**config.mk**
```make
export PLATFORM = sky130hd
export DESIGN_NAME = mem_arbiter_flat
export DESIGN_NICKNAME = d
export VERILOG_FILES = /design/src/rtl/mem_arbiter_if.sv /design/src/rtl/mem_arbiter.sv /design/src/flat_wrapper.sv
export SDC_FILE = /design/constraint.sdc
export NUM_CORES = 1
export LEC_CHECK = 0
export BUFFER_PORTS_ARGS = -buffer_cell sky130_fd_sc_hd__buf_2
export CAP_MARGIN = 20
export CORE_MARGIN = 4
export CORE_UTILIZATION = 43
export DETAILED_ROUTE_END_ITERATION = 7
export PLACE_DENSITY = 0.77
export RECOVER_POWER = 50
export SLEW_MARGIN = 25
export SYNTH_ARGS = -nofsm -noshare
export SYNTH_HDL_FRONTEND = slang
export SYNTH_SLANG_ARGS = --single-unit
```
**constraint.sdc**
```tcl
create_clock -name clk -period 13.05 [get_ports clk]
set_clock_uncertainty 0.15 [all_clocks]
set_input_delay 1.305 -clock clk [delete_from_list [all_inputs] [get_ports clk]]
set_output_delay 1.305 -clock clk [all_outputs]
set_load 0.01 [all_outputs]
```
**src/rtl/mem_arbiter_if.sv**
```systemverilog
// Requester and RAM-side signal bundle for the shared byte-serial memory arbiter.
interface mem_arbiter_if #(
   parameter int unsigned ADDR_W = 32
);
   // global control
   logic              rdy;
   logic              rollback;
   // committed store from the ROB
   logic              store_req;
   logic [1:0]        store_size;
   logic [ADDR_W-1:0] store_addr;
   logic [31:0]       store_data;
   logic              store_begin;
   logic              store_done;
   // load from the LSB
   logic              load_req;
   logic [1:0]        load_size;
   logic              load_signed;
   logic [ADDR_W-1:0] load_addr;
   logic              load_done;
   logic [31:0]       load_data;
   // instruction fetch
   logic              if_req;
   logic [ADDR_W-1:0] if_addr;
   logic              if_done;
   logic [31:0]       if_inst;
   // byte-wide RAM port
   logic [ADDR_W-1:0] mem_a;
   logic              mem_wr;
   logic [7:0]        mem_dout;
   logic [7:0]        mem_din;

   // requester / RAM side
   modport master (
      output rdy, rollback,
      output store_req, store_size, store_addr, store_data,
      input  store_begin, store_done,
      output load_req, load_size, load_signed, load_addr,
      input  load_done, load_data,
      output if_req, if_addr,
      input  if_done, if_inst,
      input  mem_a, mem_wr, mem_dout,
      output mem_din
   );

   // arbiter side
   modport slave (
      input  rdy, rollback,
      input  store_req, store_size, store_addr, store_data,
      output store_begin, store_done,
      input  load_req, load_size, load_signed, load_addr,
      output load_done, load_data,
      input  if_req, if_addr,
      output if_done, if_inst,
      output mem_a, mem_wr, mem_dout,
      input  mem_din
   );
endinterface

```
**src/rtl/mem_arbiter.sv**
```systemverilog
// Byte-serial RAM arbiter: store > load > ifetch, one byte per cycle, extended read results.
module mem_arbiter #(
   parameter int unsigned ADDR_W = 32
) (
   input  logic         clk,
   input  logic         rst,
   mem_arbiter_if.slave bus
);
   localparam logic [1:0] S_IDLE  = 2'd0;
   localparam logic [1:0] S_READ  = 2'd1;
   localparam logic [1:0] S_WRITE = 2'd2;

   localparam logic OWN_LOAD = 1'b0;
   localparam logic OWN_IF   = 1'b1;

   localparam int unsigned CNT_W = 3;

   logic [1:0]        state_q,       state_d;
   logic              owner_q,       owner_d;
   logic [CNT_W-1:0]  cnt_q,         cnt_d;
   logic [CNT_W-1:0]  len_q,         len_d;
   logic              sgn_q,         sgn_d;
   logic [ADDR_W-1:0] addr_q,        addr_d;
   logic [31:0]       wdata_q,       wdata_d;
   logic [31:0]       rbuf_q,        rbuf_d;
   logic [ADDR_W-1:0] mem_a_q,       mem_a_d;
   logic              mem_wr_q,      mem_wr_d;
   logic [7:0]        mem_dout_q,    mem_dout_d;
   logic              store_begin_q, store_begin_d;
   logic              store_done_q,  store_done_d;
   logic              load_done_q,   load_done_d;
   logic [31:0]       load_data_q,   load_data_d;
   logic              if_done_q,     if_done_d;
   logic [31:0]       if_inst_q,     if_inst_d;

   logic [CNT_W-1:0]  cnt_inc_c;
   logic [CNT_W-1:0]  cnt_dec_c;

   // size code to byte count; code 3 behaves as a word
   function automatic logic [CNT_W-1:0] size_len(input logic [1:0] size);
      logic [CNT_W-1:0] n;
      case (size)
         2'd0:    n = CNT_W'(1);
         2'd1:    n = CNT_W'(2);
         default: n = CNT_W'(4);
      endcase
      return n;
   endfunction

   // sign/zero extension of an assembled little-endian value of len bytes
   function automatic logic [31:0] extend(input logic [31:0] w, input logic [CNT_W-1:0] len,
                                          input logic sgn);
      logic [31:0] r;
      case (len)
         CNT_W'(1): r = {{24{sgn & w[7]}}, w[7:0]};
         CNT_W'(2): r = {{16{sgn & w[15]}}, w[15:0]};
         default:   r = w;
      endcase
      return r;
   endfunction

   assign cnt_inc_c = cnt_q + CNT_W'(1);
   assign cnt_dec_c = cnt_q - CNT_W'(1);

   // next-state and next-output decode
   always_comb begin
      state_d       = state_q;
      owner_d       = owner_q;
      cnt_d         = cnt_q;
      len_d         = len_q;
      sgn_d         = sgn_q;
      addr_d        = addr_q;
      wdata_d       = wdata_q;
      rbuf_d        = rbuf_q;
      mem_a_d       = mem_a_q;
      mem_wr_d      = mem_wr_q;
      mem_dout_d    = mem_dout_q;
      store_begin_d = 1'b0;
      store_done_d  = 1'b0;
      load_done_d   = 1'b0;
      load_data_d   = load_data_q;
      if_done_d     = 1'b0;
      if_inst_d     = if_inst_q;

      case (state_q)
         S_IDLE: begin
            // a requester whose done pulse is still showing is not re-granted this cycle
            if (bus.store_req && !store_done_q) begin
               state_d       = S_WRITE;
               addr_d        = bus.store_addr;
               len_d         = size_len(bus.store_size);
               wdata_d       = bus.store_data;
               cnt_d         = '0;
               mem_a_d       = bus.store_addr;
               mem_wr_d      = 1'b1;
               mem_dout_d    = bus.store_data[7:0];
               store_begin_d = 1'b1;
            end else if (bus.load_req && !bus.rollback && !load_done_q) begin
               state_d  = S_READ;
               owner_d  = OWN_LOAD;
               addr_d   = bus.load_addr;
               len_d    = size_len(bus.load_size);
               sgn_d    = bus.load_signed;
               cnt_d    = '0;
               rbuf_d   = '0;
               mem_a_d  = bus.load_addr;
               mem_wr_d = 1'b0;
            end else if (bus.if_req && !bus.rollback && !if_done_q) begin
               state_d  = S_READ;
               owner_d  = OWN_IF;
               addr_d   = bus.if_addr;
               len_d    = CNT_W'(4);
               sgn_d    = 1'b0;
               cnt_d    = '0;
               rbuf_d   = '0;
               mem_a_d  = bus.if_addr;
               mem_wr_d = 1'b0;
            end
         end

         S_WRITE: begin
            // cnt_q is the byte currently on the bus; rollback cannot stop a committed store
            if (cnt_inc_c < len_q) begin
               cnt_d      = cnt_inc_c;
               mem_a_d    = addr_q + ADDR_W'(cnt_inc_c);
               mem_dout_d = wdata_q[{cnt_inc_c[1:0], 3'b000} +: 8];
            end else begin
               state_d      = S_IDLE;
               cnt_d        = '0;
               mem_wr_d     = 1'b0;
               store_done_d = 1'b1;
            end
         end

         S_READ: begin
            if (bus.rollback) begin
               state_d = S_IDLE;
               cnt_d   = '0;
               rbuf_d  = '0;
            end else begin
               // mem_din carries the byte addressed one cycle earlier
               if (cnt_q != '0) begin
                  rbuf_d[{cnt_dec_c[1:0], 3'b000} +: 8] = bus.mem_din;
               end
               if (cnt_q == len_q) begin
                  state_d = S_IDLE;
                  cnt_d   = '0;
                  if (owner_q == OWN_LOAD) begin
                     load_done_d = 1'b1;
                     load_data_d = extend(rbuf_d, len_q, sgn_q);
                  end else begin
                     if_done_d = 1'b1;
                     if_inst_d = rbuf_d;
                  end
               end else begin
                  cnt_d = cnt_inc_c;
                  if (cnt_inc_c < len_q) begin
                     mem_a_d = addr_q + ADDR_W'(cnt_inc_c);
                  end
               end
            end
         end

         default: begin
            state_d  = S_IDLE;
            cnt_d    = '0;
            mem_wr_d = 1'b0;
         end
      endcase
   end

   // state and output registers; rdy low freezes everything
   always_ff @(posedge clk or posedge rst) begin
      if (rst) begin
         state_q       <= S_IDLE;
         owner_q       <= OWN_LOAD;
         cnt_q         <= '0;
         len_q         <= '0;
         sgn_q         <= 1'b0;
         addr_q        <= '0;
         wdata_q       <= '0;
         rbuf_q        <= '0;
         mem_a_q       <= '0;
         mem_wr_q      <= 1'b0;
         mem_dout_q    <= '0;
         store_begin_q <= 1'b0;
         store_done_q  <= 1'b0;
         load_done_q   <= 1'b0;
         load_data_q   <= '0;
         if_done_q     <= 1'b0;
         if_inst_q     <= '0;
      end else if (bus.rdy) begin
         state_q       <= state_d;
         owner_q       <= owner_d;
         cnt_q         <= cnt_d;
         len_q         <= len_d;
         sgn_q         <= sgn_d;
         addr_q        <= addr_d;
         wdata_q       <= wdata_d;
         rbuf_q        <= rbuf_d;
         mem_a_q       <= mem_a_d;
         mem_wr_q      <= mem_wr_d;
         mem_dout_q    <= mem_dout_d;
         store_begin_q <= store_begin_d;
         store_done_q  <= store_done_d;
         load_done_q   <= load_done_d;
         load_data_q   <= load_data_d;
         if_done_q     <= if_done_d;
         if_inst_q     <= if_inst_d;
      end
   end

   assign bus.mem_a       = mem_a_q;
   assign bus.mem_wr      = mem_wr_q;
   assign bus.mem_dout    = mem_dout_q;
   assign bus.store_begin = store_begin_q;
   assign bus.store_done  = store_done_q;
   assign bus.load_done   = load_done_q;
   assign bus.load_data   = load_data_q;
   assign bus.if_done     = if_done_q;
   assign bus.if_inst     = if_inst_q;

endmodule

```
**src/flat_wrapper.sv**
```systemverilog
// flat-port wrapper written by rule: the top's interface ports become plain ports
module mem_arbiter_flat 
#(
   parameter int unsigned ADDR_W = 32
)
  (clk, rst, bus_rdy, bus_rollback, bus_store_req, bus_store_size, bus_store_addr, bus_store_data, bus_store_begin, bus_store_done, bus_load_req, bus_load_size, bus_load_signed, bus_load_addr, bus_load_done, bus_load_data, bus_if_req, bus_if_addr, bus_if_done, bus_if_inst, bus_mem_a, bus_mem_wr, bus_mem_dout, bus_mem_din);
  mem_arbiter_if #(.ADDR_W(ADDR_W)) bus_i ();
  input  logic clk;
  input  logic rst;
  input wire logic [$bits(bus_i.rdy)-1:0] bus_rdy;
  input wire logic [$bits(bus_i.rollback)-1:0] bus_rollback;
  input wire logic [$bits(bus_i.store_req)-1:0] bus_store_req;
  input wire logic [$bits(bus_i.store_size)-1:0] bus_store_size;
  input wire logic [$bits(bus_i.store_addr)-1:0] bus_store_addr;
  input wire logic [$bits(bus_i.store_data)-1:0] bus_store_data;
  output wire logic [$bits(bus_i.store_begin)-1:0] bus_store_begin;
  output wire logic [$bits(bus_i.store_done)-1:0] bus_store_done;
  input wire logic [$bits(bus_i.load_req)-1:0] bus_load_req;
  input wire logic [$bits(bus_i.load_size)-1:0] bus_load_size;
  input wire logic [$bits(bus_i.load_signed)-1:0] bus_load_signed;
  input wire logic [$bits(bus_i.load_addr)-1:0] bus_load_addr;
  output wire logic [$bits(bus_i.load_done)-1:0] bus_load_done;
  output wire logic [$bits(bus_i.load_data)-1:0] bus_load_data;
  input wire logic [$bits(bus_i.if_req)-1:0] bus_if_req;
  input wire logic [$bits(bus_i.if_addr)-1:0] bus_if_addr;
  output wire logic [$bits(bus_i.if_done)-1:0] bus_if_done;
  output wire logic [$bits(bus_i.if_inst)-1:0] bus_if_inst;
  output wire logic [$bits(bus_i.mem_a)-1:0] bus_mem_a;
  output wire logic [$bits(bus_i.mem_wr)-1:0] bus_mem_wr;
  output wire logic [$bits(bus_i.mem_dout)-1:0] bus_mem_dout;
  input wire logic [$bits(bus_i.mem_din)-1:0] bus_mem_din;
  assign bus_i.rdy = bus_rdy;
  assign bus_i.rollback = bus_rollback;
  assign bus_i.store_req = bus_store_req;
  assign bus_i.store_size = bus_store_size;
  assign bus_i.store_addr = bus_store_addr;
  assign bus_i.store_data = bus_store_data;
  assign bus_store_begin = bus_i.store_begin;
  assign bus_store_done = bus_i.store_done;
  assign bus_i.load_req = bus_load_req;
  assign bus_i.load_size = bus_load_size;
  assign bus_i.load_signed = bus_load_signed;
  assign bus_i.load_addr = bus_load_addr;
  assign bus_load_done = bus_i.load_done;
  assign bus_load_data = bus_i.load_data;
  assign bus_i.if_req = bus_if_req;
  assign bus_i.if_addr = bus_if_addr;
  assign bus_if_done = bus_i.if_done;
  assign bus_if_inst = bus_i.if_inst;
  assign bus_mem_a = bus_i.mem_a;
  assign bus_mem_wr = bus_i.mem_wr;
  assign bus_mem_dout = bus_i.mem_dout;
  assign bus_i.mem_din = bus_mem_din;
  mem_arbiter #(.ADDR_W(ADDR_W)) u_core (.clk(clk), .rst(rst), .bus(bus_i));
endmodule
```
==> flow_summary.html, run 1 <==
<table>
<tr><th>Metric</th><th>Value</th></tr>
<tr><th colspan="2">Outcome</th></tr>
<tr><td>Result of the run</td><td>complete, but fails checks</td></tr>
<tr><td>Failing checks</td><td>max-capacitance violations, max-slew violations</td></tr>
<tr><th colspan="2">Setup path</th></tr>
<tr><td>Setup slack on the worst flop-to-flop path</td><td>8.37 ns</td></tr>
<tr><td>WP buf/inv</td><td>3</td></tr>
<tr><td>Endpoint required time on the critical path</td><td>13.16 ns</td></tr>
<tr><td>Type of element launching the critical path</td><td>primary input</td></tr>
<tr><td>Crit path DAT</td><td>6.48 ns</td></tr>
<tr><td>Worst Path Max Fanout</td><td>145</td></tr>
<tr><td>Critical R2R Launch</td><td>u_core.cnt_q[0]</td></tr>
<tr><td>Crit path top cell by count</td><td>sky130_fd_sc_hd__clkbuf_1</td></tr>
<tr><td>Total number of cells along the worst setup path</td><td>3</td></tr>
<tr><td>Depth of the worst register-to-register path</td><td>9</td></tr>
<tr><td>Destination of the worst register-to-register timing path</td><td>u_core.bus.mem_a[30]</td></tr>
<tr><td>Worst-path cell chain</td><td>clkbuf_1 -&gt; clkinvlp_2 -&gt; clkbuf_1</td></tr>
<tr><td>Critical path type</td><td>in2async</td></tr>
<tr><td>Max stage delay cell, worst path</td><td>sky130_fd_sc_hd__clkinvlp_2</td></tr>
<tr><td>Stage delay of the slowest cell on the critical path</td><td>3.52 ns</td></tr>
<tr><td>Worst Setup End Kind</td><td>asynchronous set/reset pin</td></tr>
<tr><td>Gate family responsible for the most delay along the worst path</td><td>buffers and inverters</td></tr>
<tr><th colspan="2">Clock network</th></tr>
<tr><td>Number of buffers created by CTS</td><td>24</td></tr>
<tr><td>Number of sinks on the clock net</td><td>215</td></tr>
<tr><td>Insertion delay to the later sink of the worst-skew pair</td><td>0.51 ns</td></tr>
<tr><td>Number of buffers on the longest clock path</td><td>3</td></tr>
<tr><td>Hold-fix buffer count after cts</td><td>0</td></tr>
<tr><td>Count of buffers added by post-CTS timing repair for setup</td><td>0</td></tr>
<tr><td>Max H-tree Level</td><td>1</td></tr>
<tr><td>Clock root buffer</td><td>sky130_fd_sc_hd__clkbuf_16</td></tr>
<tr><td>Number of gates resized after cts</td><td>0</td></tr>
<tr><td>TritonCTS clock tree</td><td>done</td></tr>
<tr><td>Register clock-pin slew on the reported worst setup and hold paths</td><td>0.06 ns</td></tr>
<tr><th colspan="2">Timing</th></tr>
<tr><td>Pins over their slew limit</td><td>202</td></tr>
<tr><td>Share of the cycle needed by the critical path after routing</td><td>48.82%</td></tr>
<tr><td>Maximum clock frequency</td><td>157.0 MHz</td></tr>
<tr><td>Final setup violation count</td><td>0</td></tr>
<tr><td>Sum of negative setup slack</td><td>0 ns</td></tr>
<tr><td>Actual transition at the worst max-transition pin</td><td>6.400 ns</td></tr>
<tr><td>Hold Violations, Final</td><td>0</td></tr>
<tr><td>Minimum clock period</td><td>6.371 ns</td></tr>
<tr><td>RSZ-0062 raised after global routing</td><td>no</td></tr>
<tr><td>Setup ws final</td><td>6.679 ns</td></tr>
<tr><td>Max_slew headroom</td><td>-329.0%</td></tr>
<tr><th colspan="2">Logic synthesis</th></tr>
<tr><td>Share of synthesized registers carrying an async set or reset</td><td>100.0%</td></tr>
<tr><td>Combined area of all synthesized cells</td><td>11210 um^2</td></tr>
<tr><td>Synth cell count leaders</td><td>sky130_fd_sc_hd__dfrtp_1 (215), sky130_fd_sc_hd__nand2_1 (120), sky130_fd_sc_hd__mux2_2 (95), sky130_fd_sc_hd__o21ai_0 (83), sky130_fd_sc_hd__nor2_1 (64)</td></tr>
<tr><td>Synth cell types</td><td>69</td></tr>
<tr><td>Synth Flop Type</td><td>sky130_fd_sc_hd__dfrtp_1</td></tr>
<tr><td>Synthesized net count</td><td>1228</td></tr>
<tr><td>Post-synthesis cell count</td><td>1064</td></tr>
<tr><td>Sequential area share after synthesis</td><td>48.00%</td></tr>
<tr><td>Count of state elements after synthesis</td><td>215</td></tr>
<tr><td>Area share of the largest cell type after synthesis</td><td>48.00%</td></tr>
<tr><td>Most common cell in the netlist</td><td>sky130_fd_sc_hd__dfrtp_1</td></tr>
<tr><td>Biggest area contributors in the synthesized netlist</td><td>sky130_fd_sc_hd__dfrtp_1 (48%), sky130_fd_sc_hd__mux2_2 (9.5%), sky130_fd_sc_hd__mux2i_1 (4.3%)</td></tr>
<tr><td>Yosys Warn Count</td><td>0</td></tr>
<tr><td>Number of flops mapped to enable cells by yosys</td><td>0</td></tr>
<tr><td>Synthesized area divided by synthesized cell count</td><td>10.53 um^2</td></tr>
<tr><td>Cell accounting for the most synthesized area</td><td>sky130_fd_sc_hd__dfrtp_1</td></tr>
<tr><th colspan="2">Min path</th></tr>
<tr><td>Hold wc startpoint</td><td>u_core.rbuf_q[18]</td></tr>
<tr><td>Hold crit path type</td><td>reg2reg</td></tr>
<tr><td>Number of cells on the worst hold path</td><td>2</td></tr>
<tr><td>Worst Hold End</td><td>u_core.rbuf_q[18]</td></tr>
<tr><th colspan="2">Global route</th></tr>
<tr><td>Number of antenna violations at the first check in global routing</td><td>4</td></tr>
<tr><td>First-pass GRT wire length</td><td>48460 um</td></tr>
<tr><td>Grt ovf</td><td>0</td></tr>
<tr><td>Largest net degree at the start of global routing</td><td>146</td></tr>
<tr><td>Via count of the first global-routing pass</td><td>9214</td></tr>
<tr><td>Global-route usage over all layers</td><td>20.57%</td></tr>
<tr><th colspan="2">Layout</th></tr>
<tr><td>Share of layout cells above drive strength 1</td><td>26.80%</td></tr>
<tr><td>Layout Area Growth over Synthesis</td><td>20.81%</td></tr>
<tr><td>Area used by multi-input combinational logic</td><td>5478 um^2</td></tr>
<tr><td>Sequential cell area</td><td>5380 um^2</td></tr>
<tr><td>Total Nets Final</td><td>1452</td></tr>
<tr><td>Count of filler cells inserted in the layout</td><td>2275</td></tr>
<tr><th colspan="2">Placement</th></tr>
<tr><td>Final RePlAce weighted congestion</td><td>0.8489</td></tr>
<tr><td>Port buffer count</td><td>256</td></tr>
<tr><td>Pre-CTS setup slack</td><td>8.354 ns</td></tr>
<tr><td>Half-perimeter wire length after placement</td><td>21360 um</td></tr>
<tr><th colspan="2">Detailed routing</th></tr>
<tr><td>Initial detailed-routing violation count</td><td>654</td></tr>
<tr><td>DRC violation count after routing</td><td>0</td></tr>
<tr><td>Number of vias in the routed layout</td><td>9100</td></tr>
<tr><td>Pre-Repair DR Iteration Count</td><td>6</td></tr>
<tr><td>Remaining number of nets flagged by the antenna check after routing</td><td>0</td></tr>
<tr><td>Average detailed-routed wire length per instance</td><td>18.39 um</td></tr>
<tr><td>Detailed-route wire length</td><td>30150 um</td></tr>
<tr><td>Via-to-Cell Ratio</td><td>5.549</td></tr>
<tr><th colspan="2">Floorplanning</th></tr>
<tr><td>Floorplan Core Area</td><td>25400 um^2</td></tr>
<tr><td>Initial standard-cell utilization of the core</td><td>44.13%</td></tr>
<tr><td>Die Y</td><td>169.5 um</td></tr>
<tr><td>Die width</td><td>169.5 um</td></tr>
<tr><td>Full die area</td><td>28710 um^2</td></tr>
<tr><td>I/O pins</td><td>257</td></tr>
<tr><td>Placement Rows</td><td>58</td></tr>
<tr><th colspan="2">Power and ir drop</th></tr>
<tr><td>Leak</td><td>6.074 nW</td></tr>
<tr><td>Peak ir drop on the vdd network</td><td>0.1083 mV</td></tr>
<tr><td>Power density relative to cell area</td><td>209.5 nW/um^2</td></tr>
<tr><th colspan="2">Run</th></tr>
<tr><td>Max-cap violations</td><td>3</td></tr>
</table>
-- per-layer routing --
layer  vias to the layer above  part of all wire [%]  GRT usage (%)  routed length, um
li1                       4332                     -              -                  -
met1                      4416                    44          28.48              13260
met2                       290                    47          33.17              14220
met3                        62                   6.0          3.331               1802
met4                         0                   2.9          7.035                872
met5                         -                     0              0                  0
-- sequential cells by signal, indices dropped and copies added (netlist names) --
register	count
u_core.wdata_q	32
u_core.addr_q	32
u_core.bus.mem_dout	8
u_core.bus.if_done	1
u_core.sgn_q	1
u_core.bus.mem_a	32
u_core.bus.if_inst	32
u_core.len_q	3
u_core.rbuf_q	32
u_core.bus.store_begin	1
u_core.bus.store_done	1
u_core.bus.load_data	32
u_core.owner_q	1
u_core.cnt_q	3
u_core.bus.load_done	1
u_core.bus.mem_wr	1
u_core.state_q	2
-- per-stage QoR --
step                      hold slack, ns  util, %  instances  total power [mW]  instance area, um^2
final                             0.3218    53.31       1640             2.836                13540
after global routing              0.3478    53.31       1640             3.016                13540
after CTS                         0.3220    53.69       1635             2.880                13640
after detailed placement          0.3087    50.24       1591             2.139                12760
after global placement            0.3010    50.19       1591             2.100                12750
after floorplan                   0.2902        -       1064             1.781                11210
-- layout make-up --
type,instances,share of cell area [%]
sequential,215,39.73
clock inverter,9,0.9795
antenna,4,0.07392
multi-input combinational,749,40.45
tap,330,3.049
inverter,29,0.8132
clock buffer,35,5.489
timing repair buffer,269,9.407
-- report_power, final --
group	total, mW	internal [mW]	switching (mW)
clock network	0.730	0.455	0.276
logic	1.04	0.460	0.579
registers	1.07	0.891	0.176
-- logic make-up after synthesis --
family	Yosys count	share of synthesized area, %
AND/OR/NAND/NOR	309	13.26
AO/OA/AOI/OAI	248	15.65
buffers and inverters	100	3.740
XOR/XNOR	25	1.954
multiplexers	151	15.54
adder cells (fa/ha/maj)	16	1.853
flip-flops	215	48.00
-- worst min-delay path, stage by stage, from the launching register on --
cell and delay [ns]:
sky130_fd_sc_hd__dfrtp_1 0.33, sky130_fd_sc_hd__nand2_1 0.05, sky130_fd_sc_hd__o31ai_1 0.06
-- layout by cell type, fill, tap and decap left out, types with 8 or more instances in the layout --
cell type,synthesis,final
sky130_fd_sc_hd__a31oi_2,8,8
sky130_fd_sc_hd__clkbuf_16,0,25
sky130_fd_sc_hd__o22a_1,8,8
sky130_fd_sc_hd__ha_1,15,14
sky130_fd_sc_hd__nand3_1,10,9
sky130_fd_sc_hd__inv_1,28,27
sky130_fd_sc_hd__a21oi_1,31,31
sky130_fd_sc_hd__a21o_1,10,10
sky130_fd_sc_hd__a22o_1,8,8
sky130_fd_sc_hd__clkbuf_1,55,94
sky130_fd_sc_hd__o31ai_1,22,22
sky130_fd_sc_hd__and3_1,12,12
sky130_fd_sc_hd__buf_4,3,11
sky130_fd_sc_hd__nand2b_1,17,16
sky130_fd_sc_hd__mux2i_1,48,48
sky130_fd_sc_hd__nand4_1,8,8
sky130_fd_sc_hd__a211oi_1,16,16
sky130_fd_sc_hd__o21ai_0,83,83
sky130_fd_sc_hd__xor2_1,18,18
sky130_fd_sc_hd__mux2_2,95,95
sky130_fd_sc_hd__a221o_1,11,11
sky130_fd_sc_hd__nor4_1,23,23
sky130_fd_sc_hd__buf_2,8,165
sky130_fd_sc_hd__and2_1,9,9
sky130_fd_sc_hd__dfrtp_1,215,215
sky130_fd_sc_hd__clkbuf_8,0,8
sky130_fd_sc_hd__nand2_1,120,120
sky130_fd_sc_hd__nor3_1,24,24
sky130_fd_sc_hd__nor2_1,64,64
-- how the worst max path moves through the flow --
stage | start | to
3_3_place_gp | u_core.cnt_q[0] | u_core.bus.mem_a[28]
2_1_floorplan | rst | u_core.addr_q[0]
5_1_grt | rst | u_core.bus.if_inst[1]
3_5_place_dp | u_core.cnt_q[0] | u_core.bus.mem_a[30]
6_report | rst | u_core.bus.if_inst[1]
4_1_cts | u_core.cnt_q[0] | u_core.bus.mem_a[30]
Note: power is estimated with default switching activity, not from simulation.
==> run 2: changes to the inputs <==
- clock period: 13.05 -> 6.39 ns (I/O delays scaled with it)
==> run 2 against run 1 <==
Net effect:
- the flow still finishes with violations (max-capacitance violations, max-slew violations)
- count of clock-buffer cells in the layout did not move
- clock power up 96%
- global-route usage fell by 0.25 points
- sequential cell count did not move
- worst hold slack got worse by 0.11 ns
- first-iteration DRC count increased by 15%
==> flow_summary.html, run 2 (same netlist as run 1, synthesis figures left out) <==
<table>
<tr><th>Metric</th><th>Value</th></tr>
<tr><th colspan="2">Detailed routing</th></tr>
<tr><td>Max layer used</td><td>met4 (unchanged)</td></tr>
<tr><td>Number of vias in the routed layout</td><td>9125 (was 9100)</td></tr>
<tr><td>Wire length on met1</td><td>13320 um (was 13260 um)</td></tr>
<tr><td>Sum of met2 wire segment lengths after detailed routing</td><td>14730 um (was 14220 um)</td></tr>
<tr><td>Remaining number of nets flagged by the antenna check after routing</td><td>0 (unchanged)</td></tr>
<tr><td>DRC violation count after routing</td><td>0 (unchanged)</td></tr>
<tr><td>Average detailed-routed wire length per instance</td><td>18.62 um (was 18.39 um)</td></tr>
<tr><td>Via-to-Cell Ratio</td><td>5.561 (was 5.549)</td></tr>
<tr><td>Pre-Repair DR Iteration Count</td><td>5 (was 6)</td></tr>
<tr><td>Met3 routed WL</td><td>1795 um (was 1802 um)</td></tr>
<tr><td>Initial detailed-routing violation count</td><td>755 (was 654)</td></tr>
<tr><td>Detailed-route wire length</td><td>30560 um (was 30150 um)</td></tr>
<tr><th colspan="2">Power and ir drop</th></tr>
<tr><td>Sw Share</td><td>36.87% (was 36.33%)</td></tr>
<tr><td>Fraction of power consumed by the clock network</td><td>24.9% (was 25.8%)</td></tr>
<tr><td>Sequential group share of total power</td><td>38.2% (was 37.6%)</td></tr>
<tr><td>Peak ir drop on the vdd network</td><td>0.2477 mV (was 0.1083 mV)</td></tr>
<tr><td>Proportion of power drawn by combinational gates</td><td>36.9% (was 36.6%)</td></tr>
<tr><td>Net switching power</td><td>2.114 mW (was 1.030 mW)</td></tr>
<tr><td>Cell internal pwr</td><td>3.619 mW (was 1.806 mW)</td></tr>
<tr><td>Leak</td><td>6.008 nW (was 6.074 nW)</td></tr>
<tr><td>Power density relative to cell area</td><td>425.5 nW/um^2 (was 209.5 nW/um^2)</td></tr>
<tr><th colspan="2">Timing</th></tr>
<tr><td>Setup ws final</td><td>2.331 ns (was 6.679 ns)</td></tr>
<tr><td>Sum of negative setup slack</td><td>0 ns (unchanged)</td></tr>
<tr><td>Max_slew headroom</td><td>-84.16% (was -329.0%)</td></tr>
<tr><td>Share of the cycle needed by the critical path after routing</td><td>63.52%</td></tr>
<tr><td>Minimum clock period</td><td>4.059 ns</td></tr>
<tr><td>Hold Violations, Final</td><td>0 (unchanged)</td></tr>
<tr><td>Actual transition at the worst max-transition pin</td><td>2.762 ns (was 6.400 ns)</td></tr>
<tr><td>Final setup violation count</td><td>0 (unchanged)</td></tr>
<tr><td>RSZ-0062 raised after global routing</td><td>no (unchanged)</td></tr>
<tr><td>Maximum clock frequency</td><td>246.4 MHz</td></tr>
<tr><td>Pins over their slew limit</td><td>148 (was 202)</td></tr>
<tr><th colspan="2">Setup path</th></tr>
<tr><td>Crit path DAT</td><td>4.30 ns (was 6.48 ns)</td></tr>
<tr><td>Critical path type</td><td>reg2reg (was in2async)</td></tr>
<tr><td>Max stage delay cell, worst path</td><td>sky130_fd_sc_hd__dfrtp_1 (was sky130_fd_sc_hd__clkinvlp_2)</td></tr>
<tr><td>Depth of the worst register-to-register path</td><td>10 (was 9)</td></tr>
<tr><td>Type of element launching the critical path</td><td>register (was primary input)</td></tr>
<tr><td>Stage delay of the slowest cell on the critical path</td><td>0.97 ns (was 3.52 ns)</td></tr>
<tr><td>Endpoint required time on the critical path</td><td>6.63 ns (was 13.16 ns)</td></tr>
<tr><td>Worst-path cell chain</td><td>inv_1 -&gt; ha_1 -&gt; buf_4 -&gt; ha_1 -&gt; nor2b_1 -&gt; o211ai_1 -&gt; o2111ai_1 -&gt; buf_4 -&gt; or2_0 -&gt; a221o_1 (was clkbuf_1 -&gt; clkinvlp_2 -&gt; clkbuf_1)</td></tr>
<tr><td>Worst Path Max Fanout</td><td>20 (was 145)</td></tr>
<tr><td>Worst Setup End Kind</td><td>register (was asynchronous set/reset pin)</td></tr>
<tr><th colspan="2">Clock network</th></tr>
<tr><td>Register clock-pin slew on the reported worst setup and hold paths</td><td>0.06 ns (about the same)</td></tr>
<tr><td>Hold-fix buffer count after cts</td><td>0 (unchanged)</td></tr>
<tr><td>Number of sinks on the clock net</td><td>215 (unchanged)</td></tr>
<tr><td>TritonCTS clock tree</td><td>done (unchanged)</td></tr>
<tr><td>Clock root buffer</td><td>sky130_fd_sc_hd__clkbuf_16 (unchanged)</td></tr>
<tr><td>Count of buffers added by post-CTS timing repair for setup</td><td>0 (unchanged)</td></tr>
<tr><td>Number of gates resized after cts</td><td>0 (unchanged)</td></tr>
<tr><td>Insertion delay to the later sink of the worst-skew pair</td><td>0.51 ns (about the same)</td></tr>
<tr><td>Number of buffers created by CTS</td><td>24 (unchanged)</td></tr>
<tr><td>Max H-tree Level</td><td>1 (unchanged)</td></tr>
<tr><td>Number of buffers on the longest clock path</td><td>3 (unchanged)</td></tr>
<tr><th colspan="2">Placement</th></tr>
<tr><td>Port buffer count</td><td>256 (unchanged)</td></tr>
<tr><td>Final RePlAce weighted congestion</td><td>0.8591 (was 0.8489)</td></tr>
<tr><td>Half-perimeter wire length after placement</td><td>21520 um (was 21360 um)</td></tr>
<tr><td>Pre-CTS setup slack</td><td>2.306 ns (was 8.354 ns)</td></tr>
<tr><td>Placed Instance Area</td><td>12780 um^2 (was 12760 um^2)</td></tr>
<tr><th colspan="2">Floorplanning</th></tr>
<tr><td>Initial standard-cell utilization of the core</td><td>44.13% (unchanged)</td></tr>
<tr><td>Full die area</td><td>28710 um^2 (unchanged)</td></tr>
<tr><td>I/O pins</td><td>257 (unchanged)</td></tr>
<tr><td>Die Y</td><td>169.5 um (unchanged)</td></tr>
<tr><td>Placement Rows</td><td>58 (unchanged)</td></tr>
<tr><td>Die width</td><td>169.5 um (unchanged)</td></tr>
<tr><td>Floorplan Core Area</td><td>25400 um^2 (unchanged)</td></tr>
<tr><th colspan="2">Outcome</th></tr>
<tr><td>Failing checks</td><td>max-capacitance violations, max-slew violations (unchanged)</td></tr>
<tr><td>Result of the run</td><td>complete, but fails checks (unchanged)</td></tr>
<tr><th colspan="2">Min path</th></tr>
<tr><td>Hold crit path type</td><td>in2reg (was reg2reg)</td></tr>
<tr><td>Number of cells on the worst hold path</td><td>2 (unchanged)</td></tr>
<tr><th colspan="2">Run</th></tr>
<tr><td>Max-cap violations</td><td>2 (was 3)</td></tr>
<tr><th colspan="2">Global route</th></tr>
<tr><td>Global-route usage over all layers</td><td>20.32% (was 20.57%)</td></tr>
<tr><td>Largest net degree at the start of global routing</td><td>114 (was 146)</td></tr>
<tr><td>Grt ovf</td><td>0 (unchanged)</td></tr>
<tr><td>Number of antenna violations at the first check in global routing</td><td>3 (was 4)</td></tr>
<tr><td>First-pass GRT wire length</td><td>48060 um (was 48460 um)</td></tr>
<tr><td>Via count of the first global-routing pass</td><td>8968 (was 9214)</td></tr>
<tr><th colspan="2">Layout</th></tr>
<tr><td>Share of layout cells above drive strength 1</td><td>25.48% (was 26.80%)</td></tr>
<tr><td>Post-route design area</td><td>13470 um^2 (was 13540 um^2)</td></tr>
<tr><td>Total Nets Final</td><td>1454 (was 1452)</td></tr>
<tr><td>Commonest non-fill, non-tap cell in the layout</td><td>sky130_fd_sc_hd__dfrtp_1 (unchanged)</td></tr>
<tr><td>Most frequent cells in the layout</td><td>sky130_fd_sc_hd__dfrtp_1 (215), sky130_fd_sc_hd__buf_2 (147), sky130_fd_sc_hd__nand2_1 (120), sky130_fd_sc_hd__clkbuf_1 (112), sky130_fd_sc_hd__mux2_2 (95) (was sky130_fd_sc_hd__dfrtp_1 (215), sky130_fd_sc_hd__buf_2 (165), sky130_fd_sc_hd__nand2_1 (120), sky130_fd_sc_hd__mux2_2 (95), sky130_fd_sc_hd__clkbuf_1 (94))</td></tr>
<tr><td>Layout Area Growth over Synthesis</td><td>20.21% (was 20.81%)</td></tr>
</table>
run 2: layout make-up:
cell class | instances | area, um^2
multi-input combinational | 749 | 5478
inverter | 29 | 110.1
sequential | 215 | 5380
tap | 330 | 412.9
clock buffer | 35 | 733.2
clock inverter | 8 | 93.84
antenna | 4 | 10.01
timing repair buffer | 271 | 1255
fill | 2330 | 11930
run 2: worst max-delay path, delay by kind of cell (launching register included):
family          cells  cell delay, ns
compound gates      3            0.79
flops               1            0.97
simple gates        2            0.69
fa+ha+maj           2            0.64
buf+inv             3            0.69
run 2: final timing paths:
path	start	to	slack, ns
min reg2reg	u_core.rbuf_q[17]	u_core.rbuf_q[17]	0.32
min in group asynchronous	rst	u_core.bus.mem_a[27]	0.33
max	u_core.cnt_q[0]	u_core.bus.mem_a[30]	2.33
max in group asynchronous	rst	u_core.bus.load_data[25]	2.48
min	bus_store_data[26]	u_core.wdata_q[26]	0.21
max reg2reg	u_core.cnt_q[0]	u_core.bus.mem_a[30]	2.33
run 2: power by group through the flow:
stage / Combinational (mW) / Sequential, mW / Clock, mW
finish: 2.11 / 2.19 / 1.43
global route: 2.32 / 2.25 / 1.51
CTS: 2.19 / 2.18 / 1.46
detailed placement: 2.18 / 2.20 / 0
global placement: 2.12 / 2.18 / 0
floorplan: 1.44 / 2.19 / 0
run 2: metrics by stage:
step	utilization, %	power (mW)	std cells	hold WS [ns]
finish	53.04	5.733	1641	0.2078
global route	53.03	6.079	1640	0.1857
CTS	53.58	5.830	1637	0.1195
detailed placement	50.33	4.376	1594	0.3084
global placement	50.30	4.297	1594	0.3004
floorplan	-	3.638	1064	0.2902
run 2: layer usage:
| layer | vias to the layer above | global-route usage (%) |
|---|---|---|
| met5 | - | 0 |
| met4 | 0 | 6.090 |
| met3 | 41 | 3.215 |
| met2 | 286 | 33.71 |
| met1 | 4475 | 27.74 |
| li1 | 4323 | - |
==> run 3: changes to the inputs <==
- PLACE_DENSITY: 0.77 -> 0.79
- clock period: 6.39 -> 3.4 ns (I/O delays scaled with it)
==> run 3 against run 2 <==
Net effect:
- first-iteration DRC count decreased by 4.9%
- sequential cell count is the same
- total power increased by 89%
- critical path type unchanged
- design area grew 3.9%
- clock power is 79% higher
- final cell count is 3.1% higher
- core utilization is 2.1 points higher
- global-route usage up 1.2 points
- die area did not move
- count of clock-buffer cells in the layout is 2 lower
- critical path depth unchanged
- the flow now finishes without violations
==> flow_summary.html, run 3 (same netlist as run 1, synthesis figures left out) <==
<table>
<tr><th>Metric</th><th>Value</th></tr>
<tr><th colspan="2">Min path</th></tr>
<tr><td>Hold crit path type</td><td>in2reg (unchanged)</td></tr>
<tr><td>Hold wc startpoint</td><td>bus_store_addr[22] (was bus_store_data[26])</td></tr>
<tr><th colspan="2">Setup path</th></tr>
<tr><td>Endpoint required time on the critical path</td><td>3.65 ns (was 6.63 ns)</td></tr>
<tr><td>Critical path type</td><td>reg2reg (unchanged)</td></tr>
<tr><td>Crit path DAT</td><td>3.45 ns (was 4.30 ns)</td></tr>
<tr><td>Startpoint of the most critical setup path</td><td>u_core.cnt_q[1] (was u_core.cnt_q[0])</td></tr>
<tr><td>Type of element launching the critical path</td><td>register (unchanged)</td></tr>
<tr><td>Worst Setup End Kind</td><td>register (unchanged)</td></tr>
<tr><td>Worst Path Max Fanout</td><td>14 (was 20)</td></tr>
<tr><td>Critical R2R Launch</td><td>u_core.cnt_q[1] (was u_core.cnt_q[0])</td></tr>
<tr><th colspan="2">Clock network</th></tr>
<tr><td>Max H-tree Level</td><td>1 (unchanged)</td></tr>
<tr><td>TritonCTS clock tree</td><td>done (unchanged)</td></tr>
<tr><td>Number of sinks on the clock net</td><td>215 (unchanged)</td></tr>
<tr><td>Insertion delay to the later sink of the worst-skew pair</td><td>0.52 ns (was 0.51 ns)</td></tr>
<tr><td>Register clock-pin slew on the reported worst setup and hold paths</td><td>0.06 ns (about the same)</td></tr>
<tr><td>Hold-fix buffer count after cts</td><td>44 (was 0)</td></tr>
<tr><td>Number of buffers created by CTS</td><td>24 (unchanged)</td></tr>
<tr><td>Count of buffers added by post-CTS timing repair for setup</td><td>0 (unchanged)</td></tr>
<tr><td>Number of buffers on the longest clock path</td><td>3 (unchanged)</td></tr>
<tr><td>Clock root buffer</td><td>sky130_fd_sc_hd__clkbuf_16 (unchanged)</td></tr>
<tr><td>Number of gates resized after cts</td><td>0 (unchanged)</td></tr>
<tr><th colspan="2">Layout</th></tr>
<tr><td>Total Nets Final</td><td>1511 (was 1454)</td></tr>
<tr><td>Commonest non-fill, non-tap cell in the layout</td><td>sky130_fd_sc_hd__dfrtp_1 (unchanged)</td></tr>
<tr><td>Sequential cell area</td><td>5380 um^2 (unchanged)</td></tr>
<tr><td>Layout Area Growth over Synthesis</td><td>24.93% (was 20.21%)</td></tr>
<tr><td>Count of filler cells inserted in the layout</td><td>2223 (was 2330)</td></tr>
<tr><td>Most frequent cells in the layout</td><td>sky130_fd_sc_hd__dfrtp_1 (215), sky130_fd_sc_hd__buf_2 (168), sky130_fd_sc_hd__nand2_1 (120), sky130_fd_sc_hd__mux2_2 (95), sky130_fd_sc_hd__clkbuf_1 (93) (was sky130_fd_sc_hd__dfrtp_1 (215), sky130_fd_sc_hd__buf_2 (147), sky130_fd_sc_hd__nand2_1 (120), sky130_fd_sc_hd__clkbuf_1 (112), sky130_fd_sc_hd__mux2_2 (95))</td></tr>
<tr><td>Share of layout cells above drive strength 1</td><td>26.60% (was 25.48%)</td></tr>
<tr><td>Final cell count without fillers</td><td>1692 (was 1641)</td></tr>
<tr><td>Area used by multi-input combinational logic</td><td>5472 um^2 (was 5478 um^2)</td></tr>
<tr><th colspan="2">Detailed routing</th></tr>
<tr><td>DRC violation count after routing</td><td>0 (unchanged)</td></tr>
<tr><td>Average detailed-routed wire length per instance</td><td>18.77 um (was 18.62 um)</td></tr>
<tr><td>Detailed-route wire length</td><td>31760 um (was 30560 um)</td></tr>
<tr><td>Number of vias in the routed layout</td><td>9482 (was 9125)</td></tr>
<tr><td>Via-to-Cell Ratio</td><td>5.604 (was 5.561)</td></tr>
<tr><td>Initial detailed-routing violation count</td><td>718 (was 755)</td></tr>
<tr><td>Pre-Repair DR Iteration Count</td><td>6 (was 5)</td></tr>
<tr><td>Remaining number of nets flagged by the antenna check after routing</td><td>0 (unchanged)</td></tr>
<tr><th colspan="2">Placement</th></tr>
<tr><td>Half-perimeter wire length after placement</td><td>22130 um (was 21520 um)</td></tr>
<tr><td>Final RePlAce weighted congestion</td><td>0.9060 (was 0.8591)</td></tr>
<tr><td>Cell total after placement</td><td>1606 (was 1594)</td></tr>
<tr><td>Port buffer count</td><td>256 (unchanged)</td></tr>
<tr><th colspan="2">Timing</th></tr>
<tr><td>Sum of negative setup slack</td><td>0 ns (unchanged)</td></tr>
<tr><td>Pins over their slew limit</td><td>0 (was 148)</td></tr>
<tr><td>Minimum clock period</td><td>3.205 ns (was 4.059 ns)</td></tr>
<tr><td>RSZ-0062 raised after global routing</td><td>no (unchanged)</td></tr>
<tr><td>Share of the cycle needed by the critical path after routing</td><td>94.26% (was 63.52%)</td></tr>
<tr><td>Max_slew headroom</td><td>11.33% (was -84.16%)</td></tr>
<tr><td>Maximum clock frequency</td><td>312.0 MHz (was 246.4 MHz)</td></tr>
<tr><td>Hold Violations, Final</td><td>0 (unchanged)</td></tr>
<tr><td>Actual transition at the worst max-transition pin</td><td>1.330 ns (was 2.762 ns)</td></tr>
<tr><td>Final setup violation count</td><td>0 (unchanged)</td></tr>
<tr><th colspan="2">Floorplanning</th></tr>
<tr><td>Full die area</td><td>28710 um^2 (unchanged)</td></tr>
<tr><td>Placement Rows</td><td>58 (unchanged)</td></tr>
<tr><td>Die width</td><td>169.5 um (unchanged)</td></tr>
<tr><td>Die Y</td><td>169.5 um (unchanged)</td></tr>
<tr><td>I/O pins</td><td>257 (unchanged)</td></tr>
<tr><td>Floorplan Core Area</td><td>25400 um^2 (unchanged)</td></tr>
<tr><td>Initial standard-cell utilization of the core</td><td>44.13% (unchanged)</td></tr>
<tr><th colspan="2">Power and ir drop</th></tr>
<tr><td>Power density relative to cell area</td><td>773.0 nW/um^2 (was 425.5 nW/um^2)</td></tr>
<tr><td>Leak</td><td>6.304 nW (was 6.008 nW)</td></tr>
<tr><td>Peak ir drop on the vdd network</td><td>0.4425 mV (was 0.2477 mV)</td></tr>
<tr><th colspan="2">Global route</th></tr>
<tr><td>First-pass GRT wire length</td><td>51100 um (was 48060 um)</td></tr>
<tr><td>Number of antenna violations at the first check in global routing</td><td>1 (was 3)</td></tr>
<tr><td>Grt ovf</td><td>0 (unchanged)</td></tr>
<tr><td>Via count of the first global-routing pass</td><td>9697 (was 8968)</td></tr>
<tr><td>Global-route usage over all layers</td><td>21.56% (was 20.32%)</td></tr>
<tr><td>Largest net degree at the start of global routing</td><td>69 (was 114)</td></tr>
<tr><th colspan="2">Run</th></tr>
<tr><td>Max-cap violations</td><td>0 (was 2)</td></tr>
<tr><th colspan="2">Outcome</th></tr>
<tr><td>Result of the run</td><td>completed (was complete, but fails checks)</td></tr>
</table>
## run 3: final timing paths
path / cells after the start / slack [ns] / to
min in group asynchronous: 3 / 0.47 / u_core.bus.if_done
setup / recovery: 10 / 0.20 / u_core.bus.mem_a[30]
hold reg to reg: 2 / 0.32 / u_core.rbuf_q[20]
setup reg to reg: 10 / 0.20 / u_core.bus.mem_a[30]
hold / removal: 3 / 0.01 / u_core.addr_q[22]
max in group asynchronous: 4 / 0.78 / u_core.bus.mem_a[19]
## run 3: report_power, final
part           internal (mW)  total [mW]  leakage [nW]  switching (mW)
Combinational           1.86        4.18          3.16            2.32
Sequential              3.42        4.08          2.77           0.662
Clock                   1.53        2.56         0.374            1.03
## run 3: critical path, cell delays in order, from the launching register on
cell and delay [ns]:
sky130_fd_sc_hd__dfrtp_1 0.45, sky130_fd_sc_hd__inv_1 0.11, sky130_fd_sc_hd__ha_2 0.38, sky130_fd_sc_hd__inv_1 0.08, sky130_fd_sc_hd__fa_1 0.44, sky130_fd_sc_hd__nor2b_2 0.22
sky130_fd_sc_hd__o2111ai_1 0.13, sky130_fd_sc_hd__buf_4 0.22, sky130_fd_sc_hd__nor4_1 0.46, sky130_fd_sc_hd__xnor2_1 0.12, sky130_fd_sc_hd__a221o_1 0.33
## run 3: final cells by class
type | count | area share [%]
diodes | 1 | 0.01787
clock buffers | 33 | 4.816
clock inverters | 7 | 0.7238
inverters | 29 | 0.7863
multi-input cells | 749 | 39.08
flip-flops and latches | 215 | 38.42
well taps | 330 | 2.949
repair buffers | 328 | 13.21
## run 3: through the flow
stage	setup slack (ns)	utilization (%)	hold WS (ns)	power [mW]	area (um^2)
3_3_place_gp	0.4329	50.75	0.3005	8.152	12890
5_1_grt	0.08282	55.13	0.02036	11.50	14000
2_1_floorplan	0.01056	-	0.2902	6.850	11230
4_1_cts	0.2831	55.54	0.002450	10.93	14110
6_report	0.1953	55.13	0.01154	10.82	14000
3_5_place_dp	0.2925	50.75	0.3087	8.282	12890
## run 3: metal layers
metal | vias up | wire length [um] | global-route usage [%]
li1 | 4439 | - | -
met1 | 4611 | 13700 | 29.42
met5 | - | 0 | 0
met2 | 357 | 15060 | 35.44
met3 | 75 | 1883 | 3.075
met4 | 0 | 1109 | 7.630
